**src/rtl/vending_pkg.sv**
```systemverilog
// Shared types for the vending controller: FSM states, coin codes and the
// code-to-value mapping used by both the controller and the change picker.
package vending_pkg;

  typedef enum logic [1:0] {
    IDLE    = 2'd0,
    COLLECT = 2'd1,
    VEND    = 2'd2,
    CHANGE  = 2'd3
  } state_t;

  localparam logic [1:0] COIN_NONE = 2'd0;
  localparam logic [1:0] COIN_1    = 2'd1;
  localparam logic [1:0] COIN_2    = 2'd2;
  localparam logic [1:0] COIN_3    = 2'd3;

  function automatic int coin_value(input logic [1:0] code, input int v1, input int v2,
                                    input int v3);
    case (code)
      COIN_1:  return v1;
      COIN_2:  return v2;
      COIN_3:  return v3;
      default: return 0;
    endcase
  endfunction

endpackage

```
**src/rtl/vending_ctrl_if.sv**
```systemverilog
// Coin acceptor / dispenser / change hopper signal bundle. master drives the
// coin-side inputs and hopper ready; slave is the controller.
interface vending_ctrl_if #(
  parameter int CREDIT_W = 8
);
  logic [1:0]          coin;
  logic                cancel;
  logic                chg_ready;
  logic                dispense;
  logic                chg_valid;
  logic [1:0]          chg_coin;
  logic                coin_rej;
  logic [CREDIT_W-1:0] credit;
  logic                busy;

  modport master (
    output coin, cancel, chg_ready,
    input  dispense, chg_valid, chg_coin, coin_rej, credit, busy
  );

  modport slave (
    input  coin, cancel, chg_ready,
    output dispense, chg_valid, chg_coin, coin_rej, credit, busy
  );
endinterface

```
**src/rtl/vending_change_sel.sv**
```systemverilog
// Combinational picker: largest coin denomination whose value fits in the
// remaining credit, returned as code and value (COIN_NONE/0 when nothing fits).
module vending_change_sel
  import vending_pkg::*;
#(
  parameter int CREDIT_W  = 8,
  parameter int COIN1_VAL = 5,
  parameter int COIN2_VAL = 10,
  parameter int COIN3_VAL = 25
) (
  input  logic [CREDIT_W-1:0] credit,
  output logic [1:0]          code,
  output logic [CREDIT_W-1:0] value
);

  logic [31:0] credit_w;
  assign credit_w = 32'(credit);

  always_comb begin
    code = COIN_NONE;
    if (credit_w >= 32'(COIN3_VAL))      code = COIN_3;
    else if (credit_w >= 32'(COIN2_VAL)) code = COIN_2;
    else if (credit_w >= 32'(COIN1_VAL)) code = COIN_1;
    value = CREDIT_W'(coin_value(code, COIN1_VAL, COIN2_VAL, COIN3_VAL));
  end

endmodule

```
**src/rtl/vending_ctrl.sv**
```systemverilog
// Parametrised vending controller: credit accumulation, one-cycle vend, change
// return over valid/ready. Optional refund on cancel under `VEND_CANCEL_EN.
//   state   | meaning
//   IDLE    | credit 0, waiting for first coin
//   COLLECT | 0 < credit < PRICE
//   VEND    | one-cycle dispense pulse, PRICE deducted on exit
//   CHANGE  | returning remaining credit one coin per handshake
module vending_ctrl
  import vending_pkg::*;
#(
  parameter int CREDIT_W  = 8,
  parameter int PRICE     = 15,
  parameter int COIN1_VAL = 5,
  parameter int COIN2_VAL = 10,
  parameter int COIN3_VAL = 25
) (
  input logic           clk,
  input logic           rst_n,
  vending_ctrl_if.slave bus
);

  if (PRICE < 1 || CREDIT_W < 1 || CREDIT_W > 30 || PRICE >= (1 << CREDIT_W)) begin : g_bad_price
    $error("vending_ctrl: PRICE out of range for CREDIT_W");
  end
  if (!(COIN1_VAL > 0 && COIN1_VAL < COIN2_VAL && COIN2_VAL < COIN3_VAL)) begin : g_bad_order
    $error("vending_ctrl: coin values must be strictly increasing and positive");
  end
  if ((PRICE % COIN1_VAL) != 0 || (COIN2_VAL % COIN1_VAL) != 0 ||
      (COIN3_VAL % COIN1_VAL) != 0) begin : g_bad_multiple
    $error("vending_ctrl: PRICE and coin values must be multiples of COIN1_VAL");
  end

  state_t              state, state_nx;
  logic [CREDIT_W-1:0] credit, credit_nx;
  logic                rej, rej_nx;
  logic [1:0]          sel_code;
  logic [CREDIT_W-1:0] sel_val;
  logic [31:0]         sum;
  logic                cancel_req;
  logic                coin_in;

`ifdef VEND_CANCEL_EN
  assign cancel_req = bus.cancel;
`else
  assign cancel_req = 1'b0;
`endif

  vending_change_sel #(
    .CREDIT_W (CREDIT_W),
    .COIN1_VAL(COIN1_VAL),
    .COIN2_VAL(COIN2_VAL),
    .COIN3_VAL(COIN3_VAL)
  ) u_change_sel (
    .credit(credit),
    .code  (sel_code),
    .value (sel_val)
  );

  // Summed at 32 bits so overflow of the credit register is visible in the upper bits.
  assign sum     = 32'(credit) + 32'(coin_value(bus.coin, COIN1_VAL, COIN2_VAL, COIN3_VAL));
  assign coin_in = (bus.coin != COIN_NONE);

  always_ff @(posedge clk or negedge rst_n) begin
    if (!rst_n) begin
      state  <= IDLE;
      credit <= '0;
      rej    <= 1'b0;
    end else begin
      state  <= state_nx;
      credit <= credit_nx;
      rej    <= rej_nx;
    end
  end

  always_comb begin
    state_nx  = state;
    credit_nx = credit;
    rej_nx    = 1'b0;
    case (state)
      IDLE, COLLECT: begin
        if (cancel_req && state == COLLECT) begin
          state_nx = CHANGE;
          rej_nx   = coin_in;
        end else if (coin_in) begin
          if (sum[31:CREDIT_W] != '0) begin
            rej_nx = 1'b1;
          end else begin
            credit_nx = sum[CREDIT_W-1:0];
            state_nx  = (sum >= 32'(PRICE)) ? VEND : COLLECT;
          end
        end
      end
      VEND: begin
        credit_nx = credit - CREDIT_W'(PRICE);
        state_nx  = (credit == CREDIT_W'(PRICE)) ? IDLE : CHANGE;
        rej_nx    = coin_in;
      end
      CHANGE: begin
        rej_nx = coin_in;
        if (bus.chg_ready) begin
          credit_nx = credit - sel_val;
          if (credit == sel_val) state_nx = IDLE;
        end
      end
      default: state_nx = IDLE;
    endcase
  end

  assign bus.dispense  = (state == VEND);
  assign bus.chg_valid = (state == CHANGE);
  assign bus.chg_coin  = (state == CHANGE) ? sel_code : COIN_NONE;
  assign bus.coin_rej  = rej;
  assign bus.credit    = credit;
  assign bus.busy      = (state == VEND) || (state == CHANGE);

endmodule

```
**src/flat_wrapper.sv**
```systemverilog
// flat-port wrapper written by rule: the top's interface ports become plain ports
module vending_ctrl_flat import vending_pkg::*;
#(
  parameter int CREDIT_W  = 8,
  parameter int PRICE     = 15,
  parameter int COIN1_VAL = 5,
  parameter int COIN2_VAL = 10,
  parameter int COIN3_VAL = 25
)
  (clk, rst_n, bus_coin, bus_cancel, bus_chg_ready, bus_dispense, bus_chg_valid, bus_chg_coin, bus_coin_rej, bus_credit, bus_busy);
  vending_ctrl_if #(.CREDIT_W(CREDIT_W)) bus_i ();
  input logic clk;
  input logic rst_n;
  input wire logic [$bits(bus_i.coin)-1:0] bus_coin;
  input wire logic [$bits(bus_i.cancel)-1:0] bus_cancel;
  input wire logic [$bits(bus_i.chg_ready)-1:0] bus_chg_ready;
  output wire logic [$bits(bus_i.dispense)-1:0] bus_dispense;
  output wire logic [$bits(bus_i.chg_valid)-1:0] bus_chg_valid;
  output wire logic [$bits(bus_i.chg_coin)-1:0] bus_chg_coin;
  output wire logic [$bits(bus_i.coin_rej)-1:0] bus_coin_rej;
  output wire logic [$bits(bus_i.credit)-1:0] bus_credit;
  output wire logic [$bits(bus_i.busy)-1:0] bus_busy;
  assign bus_i.coin = bus_coin;
  assign bus_i.cancel = bus_cancel;
  assign bus_i.chg_ready = bus_chg_ready;
  assign bus_dispense = bus_i.dispense;
  assign bus_chg_valid = bus_i.chg_valid;
  assign bus_chg_coin = bus_i.chg_coin;
  assign bus_coin_rej = bus_i.coin_rej;
  assign bus_credit = bus_i.credit;
  assign bus_busy = bus_i.busy;
  vending_ctrl #(.CREDIT_W(CREDIT_W), .PRICE(PRICE), .COIN1_VAL(COIN1_VAL), .COIN2_VAL(COIN2_VAL), .COIN3_VAL(COIN3_VAL)) u_core (.clk(clk), .rst_n(rst_n), .bus(bus_i));
endmodule
```
**config.mk**
```make
export PLATFORM = sky130hd
export DESIGN_NAME = vending_ctrl_flat
export DESIGN_NICKNAME = d
export VERILOG_FILES = /design/src/rtl/vending_pkg.sv /design/src/rtl/vending_ctrl_if.sv /design/src/rtl/vending_change_sel.sv /design/src/rtl/vending_ctrl.sv /design/src/flat_wrapper.sv
export SDC_FILE = /design/constraint.sdc
export NUM_CORES = 1
export LEC_CHECK = 0
export ABC_AREA = 1
export CAP_MARGIN = 40
export CORE_MARGIN = 2
export CORE_UTILIZATION = 57
export CTS_BUF_LIST = sky130_fd_sc_hd__clkbuf_4 sky130_fd_sc_hd__clkbuf_8
export CTS_CLUSTER_DIAMETER = 60
export DETAILED_ROUTE_END_ITERATION = 12
export PLACE_DENSITY_LB_ADDON = 0.05
export SKIP_CTS_REPAIR_TIMING = 1
export SLEW_MARGIN = 30
export SYNTH_ARGS = -nofsm -noshare
export SYNTH_HDL_FRONTEND = slang
export SYNTH_SLANG_ARGS = --single-unit
```
**constraint.sdc**
```tcl
create_clock -name clk -period 3.05 [get_ports clk]
set_clock_uncertainty 0.2 [all_clocks]
set_input_delay 0.61 -clock clk [delete_from_list [all_inputs] [get_ports clk]]
set_output_delay 0.61 -clock clk [all_outputs]
set_load 0.005 [all_outputs]
```
# [Yosys cells after proc, flatten, opt, wreduce, memory -nomap -nowiden]
# Index checks and enable logic that the tools add are counted.
[word_totals] regBits=11 inputBits=6 out_inout_bits=14 word_cells=53
[op_classes] n_addsub=3 n_lt_le_gt_ge=4 eq_ne=15 n_mux=20 reduce_logical=8
[ops] cell="greater-or-equal comparator 32 x 4 -> 1 bit, second input constant" n=1
[ops] cell="case mux 5 bit (3 select lines)" n=2
[ops] cell="two-way mux 8 bit" n=3
[ops] cell="case mux 8 bit (3 select lines)" n=1
[ops] cell="nonzero test 24 bit" n=1
[ops] cell="two-way mux 2 bit" n=9
[ops] cell="== test 2 bit, second input constant" n=6
[ops] cell="adder 8 x 5 -> 9 bit" n=1
[ops] cell="== test 8 x 4 -> 1 bit, second input constant" n=1
[ops] cell="== test 8 x 5 -> 1 bit" n=1
[ops] cell="greater-or-equal comparator 8 x 3 -> 1 bit, second input constant" n=1
[ops] cell="greater-or-equal comparator 8 x 4 -> 1 bit, second input constant" n=1
[ops] cell="greater-or-equal comparator 8 x 5 -> 1 bit, second input constant" n=1
[ops] cell="subtractor 8 x 4 -> 8 bit, second input constant" n=1
[ops] cell="subtractor 8 x 5 -> 8 bit" n=1
[ops] cell="== test 2 x 1 -> 1 bit, second input constant" n=3
[ops] cell="case mux 2 bit (3 select lines)" n=1
[ops] cell="inequality test 2 x 1 -> 1 bit, second input constant" n=2
[ops] cell="inequality test 2 bit, second input constant" n=2
[ops] cell="AND reduction 4 bit" n=1
[ops] cell="OR reduction 2 bit" n=2
[ops] cell="two-way mux 1 bit" n=3
[ops] cell="AND reduction 3 bit" n=1
[ops] cell="zero test 2 bit" n=1
[ops] cell="3 further kinds" n=3

# [Longest topological paths before layout]
[logic_depth] ltp_word=10 ltp_mapped=19 depth_no_buf=18

# [Cells and area by module]
# Synthesis repeated with hierarchy kept, for this count alone.
[unflattened] cells_unflattened=270 area_unflattened_um2=1656.6
[modules_own_cells] mod="vending_ctrl" instances=1 cells_each=238 area_each_um2=1495.2 seq_area_each_um2=275.3
[modules_own_cells] mod="vending_change_sel" instances=1 cells_each=32 area_each_um2=161.4 seq_area_each_um2=0.0

# [Least setup slack after synthesis]
# Ideal clock, no wire load.
[synth_path] path_kind="register to register" start="register u_core.credit[1], in the netlist u_core.bus.credit[1]" end="register u_core.credit[6], in the netlist u_core.bus.credit[6]" setup_ps=126 t_arrival_ps=2519 required_time_ps=2724 slack_ps=205 stages_incl_launch_ff=18 synth_period_minus_slack_ps=2845 path_cell_list="dfrtp_1 inv_1 ha_1 inv_1 nand3_1 a31oi_1 nand2_1 ha_1 fa_1 nand3b_1 nand2_1 nand2_1 nand3_1 nand2_1 nand3_1 nand3_1 nand2_1 o21ai_0"
[synth_between] elab_chain_cells=9
[synth_rtl] element="start, declared" line="vending_ctrl.sv:34" rtl="logic [CREDIT_W-1:0] credit, credit_nx;"
[synth_rtl] element="start signal, assigned" line="vending_ctrl.sv:70" rtl="credit <= credit_nx;"
[synth_rtl] element="greater-or-equal comparator 8 x 3 -> 1 bit" line="vending_change_sel.sv:23" rtl="else if (credit_w >= 32'(COIN1_VAL)) code = COIN_1;"
[synth_rtl] element="two-way mux 1 bit" line="vending_change_sel.sv:23"
[synth_rtl] element="two-way mux 2 bit" line="vending_change_sel.sv:22" rtl="else if (credit_w >= 32'(COIN2_VAL)) code = COIN_2;"
[synth_rtl] element="two-way mux 2 bit" line="vending_change_sel.sv:21" rtl="if (credit_w >= 32'(COIN3_VAL)) code = COIN_3;"
[synth_rtl] element="== test 2 bit or == test 2 x 1 -> 1 bit (tied branches)" line="vending_pkg.sv:19" rtl="case (code)"
[synth_rtl] element="case mux 5 bit (3 select lines)" line="vending_pkg.sv:19"
[synth_rtl] element="subtractor 8 x 5 -> 8 bit" line="vending_ctrl.sv:101" rtl="credit_nx = credit - sel_val;"
[synth_rtl] element="two-way mux 8 bit" line="vending_ctrl.sv:100" rtl="if (bus.chg_ready) begin"
[synth_rtl] element="case mux 8 bit (3 select lines)" line="vending_ctrl.sv:79" rtl="case (state)"
# Several ways; a longest one is shown, not always the timed one. The select of a mux whose other input is x is not followed.
# A chain may end at the register's enable or synchronous reset.

# [Worst setup path after layout]
[layout_path] start="register u_core.credit[0], in the netlist u_core.bus.credit[0]" end="output bus_chg_coin[0]"
[layout_between] elab_chain_cells=5
[layout_rtl] element="greater-or-equal comparator 8 x 3 -> 1 bit" line="vending_change_sel.sv:23"
[layout_rtl] element="two-way mux 1 bit" line="vending_change_sel.sv:23"
[layout_rtl] element="two-way mux 2 bit" line="vending_change_sel.sv:22"
[layout_rtl] element="two-way mux 2 bit (*)" line="vending_change_sel.sv:21"
[layout_rtl] element="two-way mux 2 bit (*)" line="vending_ctrl.sv:111" rtl="assign bus.chg_coin = (state == CHANGE) ? sel_code : COIN_NONE;"
[layout_rtl] element="end, declared" line="flat_wrapper.sv:19" rtl="output wire logic [$bits(bus_i.chg_coin)-1:0] bus_chg_coin;"
# Mark *: on every way between the ends. The rest lies on a longest branch, timed or not.

==> impl_metrics.toml <==
[yosys]
async_flop_share = 1.00
ys_ff_latch = 11
synth_warnings = 0
syn_avg_cell_area_um2 = 6.20
synth_cell_types = 31
netlist_instances = 242
yosysTopAreaCellShare = 0.183
yosysTopAreaCell = "dfrtp_1"
ys_seq_area_frac = 0.183
syn_area_um2 = 1500
synth_flop_cell = "dfrtp_1"
syn-num-nets = 265
yosys-top-cells-area = "dfrtp_1 18%, nand2_1 17%, ha_1 13%, nand3_1 11%, inv_1 8.0%"
yosysMostFrequentCell = "nand2_1"
synth_edf_count = 0
synth_common_cells = "68 x nand2_1, 32 x inv_1, 32 x nand3_1"

[route]
routedWlPerCell_um = 14.1
num_vias = 1731
drtPass1Iterations = 5
drc = 0
drtIter0Drc = 71
vias_per_cell = 5.71
drt_wl_total_um = 4270
ant_nets = 0

[floorplan]
num_rows = 18
die_h_um = 55.3
die_area_um2 = 3060
die_w_um = 55.3
io_pins = 20
core_area_um2 = 2480
initial_core_util = 0.606

[critical_path]
end_kind = "output port"
critPathLaunch = "u_core.bus.credit[0]"
rr_startpoint = "u_core.bus.credit[0]"
worstPathMaxFanout = 4
critPathArrivalTime_ns = 2.11
critical_path_class = "reg2out"
cp.required_ns = 2.24
cp-start-kind = "register"

[placed_design]
place_congestion = 0.868
place_area_um2 = 1780
preCtsSetupSlack_ns = 0.0397
hpwl_um = 3300
port_buffers = 18

[global_route]
antenna_found_initial = 0
grt_max_degree = 12
grt_usage = 0.283
overflow = 0
grt_pass1_wl_um = 7010
grt_pass1_vias = 1535

[pwr]
leakage_uw = 0.000954
p_per_area_nw_per_um2 = 1240
peakVddDrop_mv = 0.980

[sta]
fmax_ghz = 0.342
layout_worst_path_cycle_share = 0.958
period_needed_ns = 2.92
max_slew_margin = 0.652
worst_slew_pin_slew_ns = 0.521
slew_viol_final = 0
finalHoldViolations = 0
final.setup.tns_ns = 0
finalSetupViolations = 0
worst_slack_ns = 0.127
rsz0062_at_grt = "false"

[job]
drv_cap = 0

[clocking]
cts.sinks = 11
clk_latency_ns = 0.28
cts_tree = "built"
h-tree-depth = 1
clock_path_buffers = 2
root_buffer = "clkbuf_4"
clkTransAtPathRegs_ns = 0.08
numCtsBuffers = 3

[cells_and_area]
finish.utilization = 0.740
area_growth_pct = 22.2
nets = 297
drive_gt1_frac = 0.125
fin_area_um2 = 1830
antennaDiodeCount = 0

[status]
status = "finished clean"

[worst_hold_path]
holdCritStartpoint = "u_core.state[0]"
hp-class = "reg2reg"
-- cell families after synthesis --
| kind of cell | share of synthesized area |
|---|---|
| buf+inv | 0.119 |
| simple gates | 0.393 |
| flops | 0.183 |
| xor+xnor | 0.00583 |
| fa+ha+maj | 0.152 |
| compound gates | 0.147 |
-- where the power goes --
group          switching, µW  internal [µW]  total (µW)
clock network           55.5           59.7         115
registers               77.8            220         297
logic                   1090            776        1860
total                   1220           1050        2280
-- sequential cells by signal (all words and copies together) (netlist names) --
name and cells:
u_core.bus.coin_rej 1, u_core.state 2, u_core.bus.credit 8
-- through the flow --
| stage | instances | hold WS (ns) | total power, µW |
|---|---|---|---|
| floorplan | 242 | 0.114 | 1500 |
| finish | 303 | 0.403 | 2280 |
| detailed placement | 298 | 0.370 | 2080 |
| global route | 303 | 0.414 | 2520 |
| global placement | 298 | 0.384 | 2050 |
| CTS | 302 | 0.398 | 2210 |
-- final timing paths --
| check | slack (ns) | endpoint | depth (start not counted) |
|---|---|---|---|
| worst max-delay path | 0.13 | bus_chg_coin[0] | 7 |
| worst min-delay path | 0.40 | u_core.state[0] | 2 |
| worst max register to register | 0.24 | u_core.bus.credit[7] | 15 |
| worst min register to register | 0.40 | u_core.state[0] | 2 |
| max in group asynchronous | 1.83 | u_core.bus.credit[0] | 1 |
| min in group asynchronous | 0.47 | u_core.state[1] | 1 |
-- cell type report --
type	count	area [µm²]
Timing Repair Buffer	33	293
Inverter	35	136
Multi-Input combinational cell	190	1060
Tap cell	30	37.5
Clock buffer	4	30.0
Sequential cell	11	275
Fill cell	220	643
-- critical path, stage by stage, from the launching register on --
cell             delay (ns)
dfrtp_1                0.42
inv_1                  0.10
ha_1                   0.20
nand3b_1               0.17
a21oi_2                0.19
o21ai_2                0.09
a21oi_1                0.14
clkdlybuf4s50_1        0.52
-- metal layers --
layer | wire length (µm) | vias up | track usage
li1 | - | 855 | -
met1 | 1770 | 750 | 0.371
met2 | 1980 | 108 | 0.452
met3 | 372 | 18 | 0.0656
met4 | 142 | 0 | 0.108
met5 | 0 | - | 0
-- layout by cell type, fill, tap and decap left out, types with 2 or more instances in the layout --
master	Yosys	layout
nand2_2	2	2
o21ai_4	2	2
a21oi_1	10	10
clkdlybuf4s50_1	0	18
o21ai_0	14	14
ha_1	15	15
inv_2	2	3
a221oi_1	2	2
inv_1	32	31
nand3_1	32	32
buf_4	1	15
nor2_1	26	25
clkbuf_4	0	4
nand4_1	4	4
nand2_1	68	68
nand3b_1	2	2
dfrtp_1	11	11
Power figures use the tool's default switching activity.
